[src/rtl/fifo_stream_reader_pkg.sv]
// rtl/fifo_stream_reader_pkg.sv - shared encodings and widths for the FIFO stream reader
package fifo_stream_reader_pkg;

  // Skid-buffer occupancy states; the encoding equals the number of held entries.
  typedef enum logic [1:0] {
    OCC_EMPTY = 2'd0,
    OCC_ONE   = 2'd1,
    OCC_TWO   = 2'd2
  } occ_e;

  // Width of the performance counters.
  localparam int PERF_W = 32;

  // True when the skid buffer has no room for another FIFO entry.
  function automatic logic occ_full(input occ_e occ);
    return (occ == OCC_TWO);
  endfunction

  // True when slot0 holds an entry to present downstream.
  function automatic logic occ_has_data(input occ_e occ);
    return (occ != OCC_EMPTY);
  endfunction

endpackage

[src/rtl/fifo_stream_reader_if.sv]
// rtl/fifo_stream_reader_if.sv - FIFO pop side and downstream stream side of the reader
interface fifo_stream_reader_if #(
  parameter int DW = 64
);

  // FIFO side: fall-through head data plus empty flag, pop strobe back.
  logic          fifo_empty;
  logic [DW-1:0] data_pop;
  logic          fifo_pop;

  // Downstream side: valid/ready stream.
  logic          m_valid;
  logic          m_ready;
  logic [DW-1:0] m_data;

  // The reader itself: consumes the FIFO, sources the stream.
  modport master (
    input  fifo_empty,
    input  data_pop,
    output fifo_pop,
    output m_valid,
    input  m_ready,
    output m_data
  );

  // The environment: the FIFO and the downstream consumer.
  modport slave (
    output fifo_empty,
    output data_pop,
    input  fifo_pop,
    input  m_valid,
    output m_ready,
    input  m_data
  );

endinterface

[src/rtl/fifo_stream_reader_gen_dffr.sv]
// rtl/fifo_stream_reader_gen_dffr.sv - gen_dffr: enabled register with synchronous active-low reset
module gen_dffr #(
  parameter int           W       = 1,
  parameter logic [W-1:0] RST_VAL = '0
) (
  input  logic         CLK,
  input  logic         RSTn,
  input  logic         i_en,
  input  logic [W-1:0] i_d,
  output logic [W-1:0] o_q
);

  logic [W-1:0] r_q;

  // Load on enable; reset wins over everything.
  always_ff @(posedge CLK) begin
    if (!RSTn) begin
      r_q <= RST_VAL;
    end else if (i_en) begin
      r_q <= i_d;
    end
  end

  assign o_q = r_q;

endmodule

[src/rtl/fifo_stream_reader.sv]
// rtl/fifo_stream_reader.sv - drains a fall-through FIFO into a 2-entry skid buffer feeding a valid/ready stream; optional perf counters under FIFO_STREAM_READER_PERF_EN
module fifo_stream_reader
  import fifo_stream_reader_pkg::*;
#(
  parameter int DW = 64
) (
  input  logic              CLK,
  input  logic              RSTn,
  input  logic              flush,
  fifo_stream_reader_if.master bus,
  output logic [1:0]        occupancy,
  output logic [PERF_W-1:0] beat_cnt,
  output logic [PERF_W-1:0] stall_cnt
);

  // Registered state (all held in gen_dffr instances).
  logic [1:0]    r_occ;
  logic [DW-1:0] r_slot0;
  logic [DW-1:0] r_slot1;

  // Next-state controls.
  occ_e          w_occ;
  occ_e          w_occ_next;
  logic [1:0]    w_occ_next_bits;
  logic          w_slot0_en;
  logic          w_slot1_en;
  logic [DW-1:0] w_slot0_d;
  logic [DW-1:0] w_slot1_d;

  // Handshake terms.
  logic          w_pop;
  logic          w_valid;
  logic          w_fire;
  logic          w_stall;

  assign w_occ = occ_e'(r_occ);

  // Pop only depends on registered occupancy and the FIFO flag, never on m_ready,
  // so the downstream ready path is cut at the skid buffer.
  assign w_pop   = RSTn & ~flush & ~bus.fifo_empty & ~occ_full(w_occ);
  assign w_valid = RSTn & ~flush & occ_has_data(w_occ);
  assign w_fire  = w_valid & bus.m_ready;
  assign w_stall = w_valid & ~bus.m_ready;

  // Skid-buffer transitions: slot0 is always the stream head, slot1 only catches
  // the entry popped while the head is stalled.
  always_comb begin
    w_occ_next = w_occ;
    w_slot0_en = 1'b0;
    w_slot1_en = 1'b0;
    w_slot0_d  = bus.data_pop;
    w_slot1_d  = bus.data_pop;
    if (flush) begin
      w_occ_next = OCC_EMPTY;
    end else begin
      case (w_occ)
        OCC_EMPTY: begin
          if (w_pop) begin
            w_slot0_en = 1'b1;
            w_occ_next = OCC_ONE;
          end
        end
        OCC_ONE: begin
          if (w_pop && w_fire) begin
            w_slot0_en = 1'b1;
          end else if (w_pop) begin
            w_slot1_en = 1'b1;
            w_occ_next = OCC_TWO;
          end else if (w_fire) begin
            w_occ_next = OCC_EMPTY;
          end
        end
        OCC_TWO: begin
          if (w_fire) begin
            w_slot0_en = 1'b1;
            w_slot0_d  = r_slot1;
            w_occ_next = OCC_ONE;
          end
        end
        default: begin
          w_occ_next = OCC_EMPTY;
        end
      endcase
    end
  end

  assign w_occ_next_bits = w_occ_next;

  gen_dffr #(.W(2)) u_occ (
    .CLK  (CLK),
    .RSTn (RSTn),
    .i_en (1'b1),
    .i_d  (w_occ_next_bits),
    .o_q  (r_occ)
  );

  gen_dffr #(.W(DW)) u_slot0 (
    .CLK  (CLK),
    .RSTn (RSTn),
    .i_en (w_slot0_en),
    .i_d  (w_slot0_d),
    .o_q  (r_slot0)
  );

  gen_dffr #(.W(DW)) u_slot1 (
    .CLK  (CLK),
    .RSTn (RSTn),
    .i_en (w_slot1_en),
    .i_d  (w_slot1_d),
    .o_q  (r_slot1)
  );

`ifdef FIFO_STREAM_READER_PERF_EN
  logic [PERF_W-1:0] w_beat_q;
  logic [PERF_W-1:0] w_stall_q;

  // Counters wrap naturally and are only cleared by reset, not by flush.
  gen_dffr #(.W(PERF_W)) u_beat_cnt (
    .CLK  (CLK),
    .RSTn (RSTn),
    .i_en (w_fire),
    .i_d  (w_beat_q + PERF_W'(1)),
    .o_q  (w_beat_q)
  );

  gen_dffr #(.W(PERF_W)) u_stall_cnt (
    .CLK  (CLK),
    .RSTn (RSTn),
    .i_en (w_stall),
    .i_d  (w_stall_q + PERF_W'(1)),
    .o_q  (w_stall_q)
  );

  assign beat_cnt  = w_beat_q;
  assign stall_cnt = w_stall_q;
`else
  logic w_perf_unused;
  assign w_perf_unused = w_stall;
  assign beat_cnt      = '0;
  assign stall_cnt     = '0;
`endif

  assign bus.fifo_pop = w_pop;
  assign bus.m_valid  = w_valid;
  assign bus.m_data   = r_slot0;
  assign occupancy    = r_occ;

endmodule
[src/flat_wrapper.sv]
// flat-port wrapper written by rule: the top's interface ports become plain ports
module fifo_stream_reader_flat import fifo_stream_reader_pkg::*;
#(
  parameter int DW = 64
)
  (CLK, RSTn, flush, occupancy, beat_cnt, stall_cnt, bus_fifo_empty, bus_data_pop, bus_fifo_pop, bus_m_valid, bus_m_ready, bus_m_data);
  fifo_stream_reader_if #(.DW(DW)) bus_i ();
  input  logic CLK;
  input  logic RSTn;
  input  logic flush;
  output logic [1:0] occupancy;
  output logic [PERF_W-1:0] beat_cnt;
  output logic [PERF_W-1:0] stall_cnt;
  input wire logic [$bits(bus_i.fifo_empty)-1:0] bus_fifo_empty;
  input wire logic [$bits(bus_i.data_pop)-1:0] bus_data_pop;
  output wire logic [$bits(bus_i.fifo_pop)-1:0] bus_fifo_pop;
  output wire logic [$bits(bus_i.m_valid)-1:0] bus_m_valid;
  input wire logic [$bits(bus_i.m_ready)-1:0] bus_m_ready;
  output wire logic [$bits(bus_i.m_data)-1:0] bus_m_data;
  assign bus_i.fifo_empty = bus_fifo_empty;
  assign bus_i.data_pop = bus_data_pop;
  assign bus_fifo_pop = bus_i.fifo_pop;
  assign bus_m_valid = bus_i.m_valid;
  assign bus_i.m_ready = bus_m_ready;
  assign bus_m_data = bus_i.m_data;
  fifo_stream_reader #(.DW(DW)) u_core (.CLK(CLK), .RSTn(RSTn), .flush(flush), .bus(bus_i), .occupancy(occupancy), .beat_cnt(beat_cnt), .stall_cnt(stall_cnt));
endmodule
[config.mk]
export PLATFORM = sky130hd
export DESIGN_NAME = fifo_stream_reader_flat
export DESIGN_NICKNAME = d
export VERILOG_FILES = /design/src/rtl/fifo_stream_reader_pkg.sv /design/src/rtl/fifo_stream_reader_if.sv /design/src/rtl/fifo_stream_reader_gen_dffr.sv /design/src/rtl/fifo_stream_reader.sv /design/src/flat_wrapper.sv
export SDC_FILE = /design/constraint.sdc
export NUM_CORES = 1
export LEC_CHECK = 0
export CORE_UTILIZATION = 51
export DETAILED_ROUTE_END_ITERATION = 6
export PLACE_DENSITY = 0.89
export SLEW_MARGIN = 20
export SYNTH_ARGS = -nofsm -noshare
export SYNTH_HDL_FRONTEND = slang
export SYNTH_SLANG_ARGS = --single-unit
[constraint.sdc]
create_clock -name CLK -period 3.9 [get_ports CLK]
set_input_delay 0.39 -clock CLK [delete_from_list [all_inputs] [get_ports CLK]]
set_output_delay 0.39 -clock CLK [all_outputs]
set_load 0.02 [all_outputs]
## Word-level counts from Yosys, hierarchy flattened

Cells that the tools add are included.

- Input port bits: 69
- Register bits: 130

- Reduce and logical (&&, ||, !) cells: 5
- Bitwise gates (word level): 9
- Equal/unequal tests: 6
- Multiplexer cells: 17

Operator list:

| operator | count |
|---|---|
| $mux W64 | 3 |
| $mux W2 | 5 |
| $mux W1 | 7 |
| $pmux W2 S3 | 1 |
| $and A1 B1 Y1 | 5 |
| $ne A2 B1 Y1 const B | 2 |
| $not A1 Y1 | 4 |
| $reduce_and A4 Y1 | 1 |
| $ne A3 B1 Y1 const B | 1 |
| $pmux W1 S3 | 1 |
| $eq A2 B1 Y1 const B | 1 |
| $eq A2 B2 Y1 const B | 1 |
| $logic_not A2 Y1 | 1 |
| $ne A2 B2 Y1 const B | 1 |
| $reduce_bool A2 Y1 | 1 |
| $reduce_or A2 Y1 | 1 |
| $logic_and A1 B1 Y1 | 1 |

## Depth between registers and ports, before layout

- Word-level depth: 8
- Gate-level depth with buffers: 6
- Mapped depth without buffers: 3

## Modules after synthesis

From an unflattened synthesis, not the netlist that was laid out.

- Cell total of the unflattened synthesis: 576
- Area, all modules: 6,682.7 µm²

Modules (own cells, without submodules):

| module | seq. area each (µm²) | cells each | instances | area each (µm²) |
|---|---|---|---|---|
| gen_dffr at u_core.u_slot0 ... | 1,281.2 | 206 | 2 | 2,451.1 |
| fifo_stream_reader | 0.0 | 158 | 1 | 1,707.9 |
| gen_dffr at u_core.u_occ | 40.0 | 6 | 1 | 72.6 |

## Least setup slack after synthesis

OpenSTA, ideal clock, no wires.

- Kind: input to output
- Start point: input port flush
- End point: output port bus_fifo_pop
- Setup slack: 2.126 ns
- Stages on the path: 4
- Arrival: 1.384 ns
- Cells stage by stage: nand2b_1 > buf_4 > clkbuf_1 > nor3_1

- Cells in the longest elaborated chain, start to end: 4

RTL lines:

| element | line | text |
|---|---|---|
| start: declaration | flat_wrapper.sv:10 | `input logic flush;` |
| $not A1 Y1 | fifo_stream_reader.sv:40 | `assign w_pop = RSTn & ~flush & ~bus.fifo_empty & ~occ_full(w_occ);` |
| $and A1 B1 Y1 (3 in a row) | fifo_stream_reader.sv:40 |  |
| end: declaration | flat_wrapper.sv:16 | `output wire logic [$bits(bus_i.fifo_pop)-1:0] bus_fifo_pop;` |

No other way between the ends.

## Final worst setup path

Ends and elaborated chain as after synthesis.

==> flow_metrics.py <==
metrics = {
    "floorplanning": {
        "design.core.area_mm2": 0.0123,
        "die_h_um": 115,
        "ios": 201,
        "die_x_um": 115,
        "rows": 40,
        "die_area_mm2": 0.0133,
        "initial_core_util": 0.532,
    },
    "cells_and_area": {
        "final_nets": 844,
        "area_delta_synth_final_pct": 23.8,
        "final_cell_mix": "136 x clkdlybuf4s50_1, 130 x dfxtp_1, 128 x a311oi_1, 67 x a21oi_1",
        "drive_gt1_frac": 0.0799,
        "num_antenna_cells": 0,
        "final_common_cell": "clkdlybuf4s50_1",
        "instances_no_fill": 956,
        "fin_area_mm2": 0.00808,
        "fill_cells": 961,
    },
    "synth": {
        "synth_area_per_cell_um2": 9.36,
        "ys_ff_latch": 130,
        "synth-compound-area-share": 0.278,
        "synth_top_area_share": 0.399,
        "yosys.area_share.adder": 0,
        "synth_top_family_by_area": "compound AO/OA/AOI/OAI gates",
        "synth.mux.area_fraction": 0.0982,
        "synth_top_area_cell": "dfxtp_1",
        "syn_area_mm2": 0.00653,
        "synthDistinctLibCells": 31,
        "synthXorXnorAreaFrac": 0,
        "seq_area_frac_synth": 0.399,
        "ys_warn_count": 0,
        "synthCells": 697,
        "synth-simple-area-share": 0.0669,
        "synth_area_leaders": "dfxtp_1 40%, a311oi_1 17%, mux2i_1 9.8%",
    },
    "clock_tree": {
        "cts_tree": "done",
        "clk_latency_ps": 410,
        "cts_hold_buffers": 0,
        "cts_sinks": 130,
        "cts_root_buf": "clkbuf_16",
        "cts_buffers": 17,
        "h-tree-depth": 4,
        "clockBufferDepth": 2,
        "cts_setup_buffers": 0,
        "clk_pin_slew_ps": 60,
        "cts_resized": 0,
    },
    "setup_path": {
        "endpoint_kind": "primary output",
        "required_ps": 3510,
        "cpPeakStageDelay_ps": 670,
        "crit_slowest_cell": "clkdlybuf4s50_1",
        "cp_num_buf_inv": 2,
        "rr_endpoint": "u_core.u_slot0.o_q[38]",
        "rr_startpoint": "u_core.u_occ.o_q[1]",
        "cpMostUsedCell": "clkdlybuf4s50_1",
        "reg2reg_depth": 4,
        "criticalPathCategory": "input pin to primary output",
        "reg2reg_slack_ps": 1620,
        "crit_family": "buffers and inverters",
        "cp.arrival_ps": 2190,
        "path_cells": "clkdlybuf4s50_1, nand2b_2, nor3_1, clkdlybuf4s50_1",
        "cp-start-kind": "input pin",
        "path_max_fanout": 13,
    },
    "drt": {
        "firstDrtPassIters": 5,
        "vias_per_cell": 6.20,
        "drtAntennaViolNets": 0,
        "drt_iter0_drc": 627,
        "num_vias": 5925,
        "routedWlPerCell_um": 18.9,
        "drcViolationCount": 0,
        "wl_um": 18100,
    },
    "timing": {
        "slew_violations": 0,
        "hold_viol": 0,
        "max_slew_margin": 0.350,
        "tightest_slew_ps": 973,
        "skew_ps": 4.22,
        "finalSetupViolations": 0,
        "rsz0062_at_grt": "false",
        "fmax_mhz": 388,
        "fin_crit_ps": 2580,
        "tns_ps": 0,
        "finalCritPeriodShare": 0.661,
    },
    "pwr": {
        "ir_drop_v": 0.000280,
        "power.density_mw_per_mm2": 440,
        "p_leak_uw": 0.00315,
        "power.total_uw": 3550,
    },
    "placement": {
        "placed_area_mm2": 0.00748,
        "dp_hpwl_um": 10600,
        "dp.cells": 924,
        "place.port_buffers": 136,
        "gp_congestion": 0.756,
    },
    "flow_run": {
        "maxCapViolations": 0,
    },
    "global_route": {
        "grt_pass1_wl_um": 28300,
        "track_usage": 0.272,
        "first_global_vias": 5459,
        "grt-ovfl-total": 0,
        "grt_max_degree": 75,
        "antenna_found_initial": 0,
    },
    "run_status": {
        "status": "finished, final reports clean",
    },
    "min_path": {
        "holdPathEnd": "u_core.u_slot1.o_q[26]",
        "holdCritPathClass": "flop to flop",
        "hold_depth": 2,
        "holdCritStartpoint": "u_core.u_slot1.o_q[26]",
    },
}
==> metal layers <==
layer,vias up,part of all wire,global-route usage
met2,354,0.49,0.447
met3,47,0.083,0.0548
met1,2810,0.40,0.338
met4,0,0.032,0.139
met5,-,0,0
li1,2714,-,-
==> per-stage QoR <==
stage	hold WS [ps]	util	setup slack [ps]
after floorplan	443	-	2130
after global placement	447	0.610	1040
after detailed placement	457	0.610	1230
after CTS	463	0.658	1330
after global routing	477	0.659	1250
final	461	0.659	1320
==> final cells by class <==
cell class | count | area (µm²) | share of cell area
Clock buffer | 21 | 460 | 0.0570
Clock inverter | 11 | 135 | 0.0167
Inverter | 3 | 16.3 | 0.00201
Multi-Input combinational cell | 471 | 3160 | 0.391
Sequential cell | 130 | 2600 | 0.322
Tap cell | 168 | 210 | 0.0260
Timing Repair Buffer | 152 | 1490 | 0.185
==> synth_stat cells <==
cell type and count:
dfxtp_1 130, a311oi_1 128, buf_4 73, a21oi_1 67
mux2i_1 64, nand3_1 64, o21ai_1 55, buf_2 31
clkbuf_1 30, buf_6 14, o21ai_2 5, buf_1 4
clkbuf_4 4, o21ai_0 4, nor2_1 3, inv_2 2
nand2b_1 2, nand3b_1 2, nor2b_1 2, nor3_1 2
a22o_1 1, and4bb_2 1, conb_1 1, inv_1 1
nand2_1 1, nor2_2 1, nor4b_1 1, o21a_1 1
or2_2 1, or2b_1 1, or4b_1 1
==> worst reg2reg max path, stage by stage, from the launching register on <==
cell and delay (ps):
dfxtp_1 590, and4bb_2 850, buf_12 290, a311oi_1 90, a311oi_1 340
==> where the power goes <==
part	total [µW]	internal (µW)	switching (µW)
logic	540	218	322
registers	1410	1380	29.9
clock network	1600	1030	568
total	3550	2630	920
==> cells by family after synthesis <==
logic type | count (synthesis)
other cells | 1
flops | 130
mux | 64
compound gates | 261
buf+inv | 159
simple gates | 82
==> sequential cells by signal, summed over array words and instances (netlist names) <==
signal,count
u_core.u_occ.o_q,2
u_core.u_slot0.o_q,64
u_core.u_slot1.o_q,64
==> worst max-delay path by stage <==
stage | depth (start not counted) | end | startpoint | slack [ps]
floorplan | 4 | bus_fifo_pop | flush | 2130
global placement | 5 | u_core.u_slot1.o_q[6] | bus_m_ready | 1040
detailed placement | 5 | u_core.u_slot0.o_q[46] | bus_m_ready | 1230
CTS | 4 | bus_fifo_pop | flush | 1330
global route | 4 | bus_fifo_pop | flush | 1250
finish | 4 | bus_fifo_pop | flush | 1320
No activity file was read; power rests on OpenSTA's default activity.
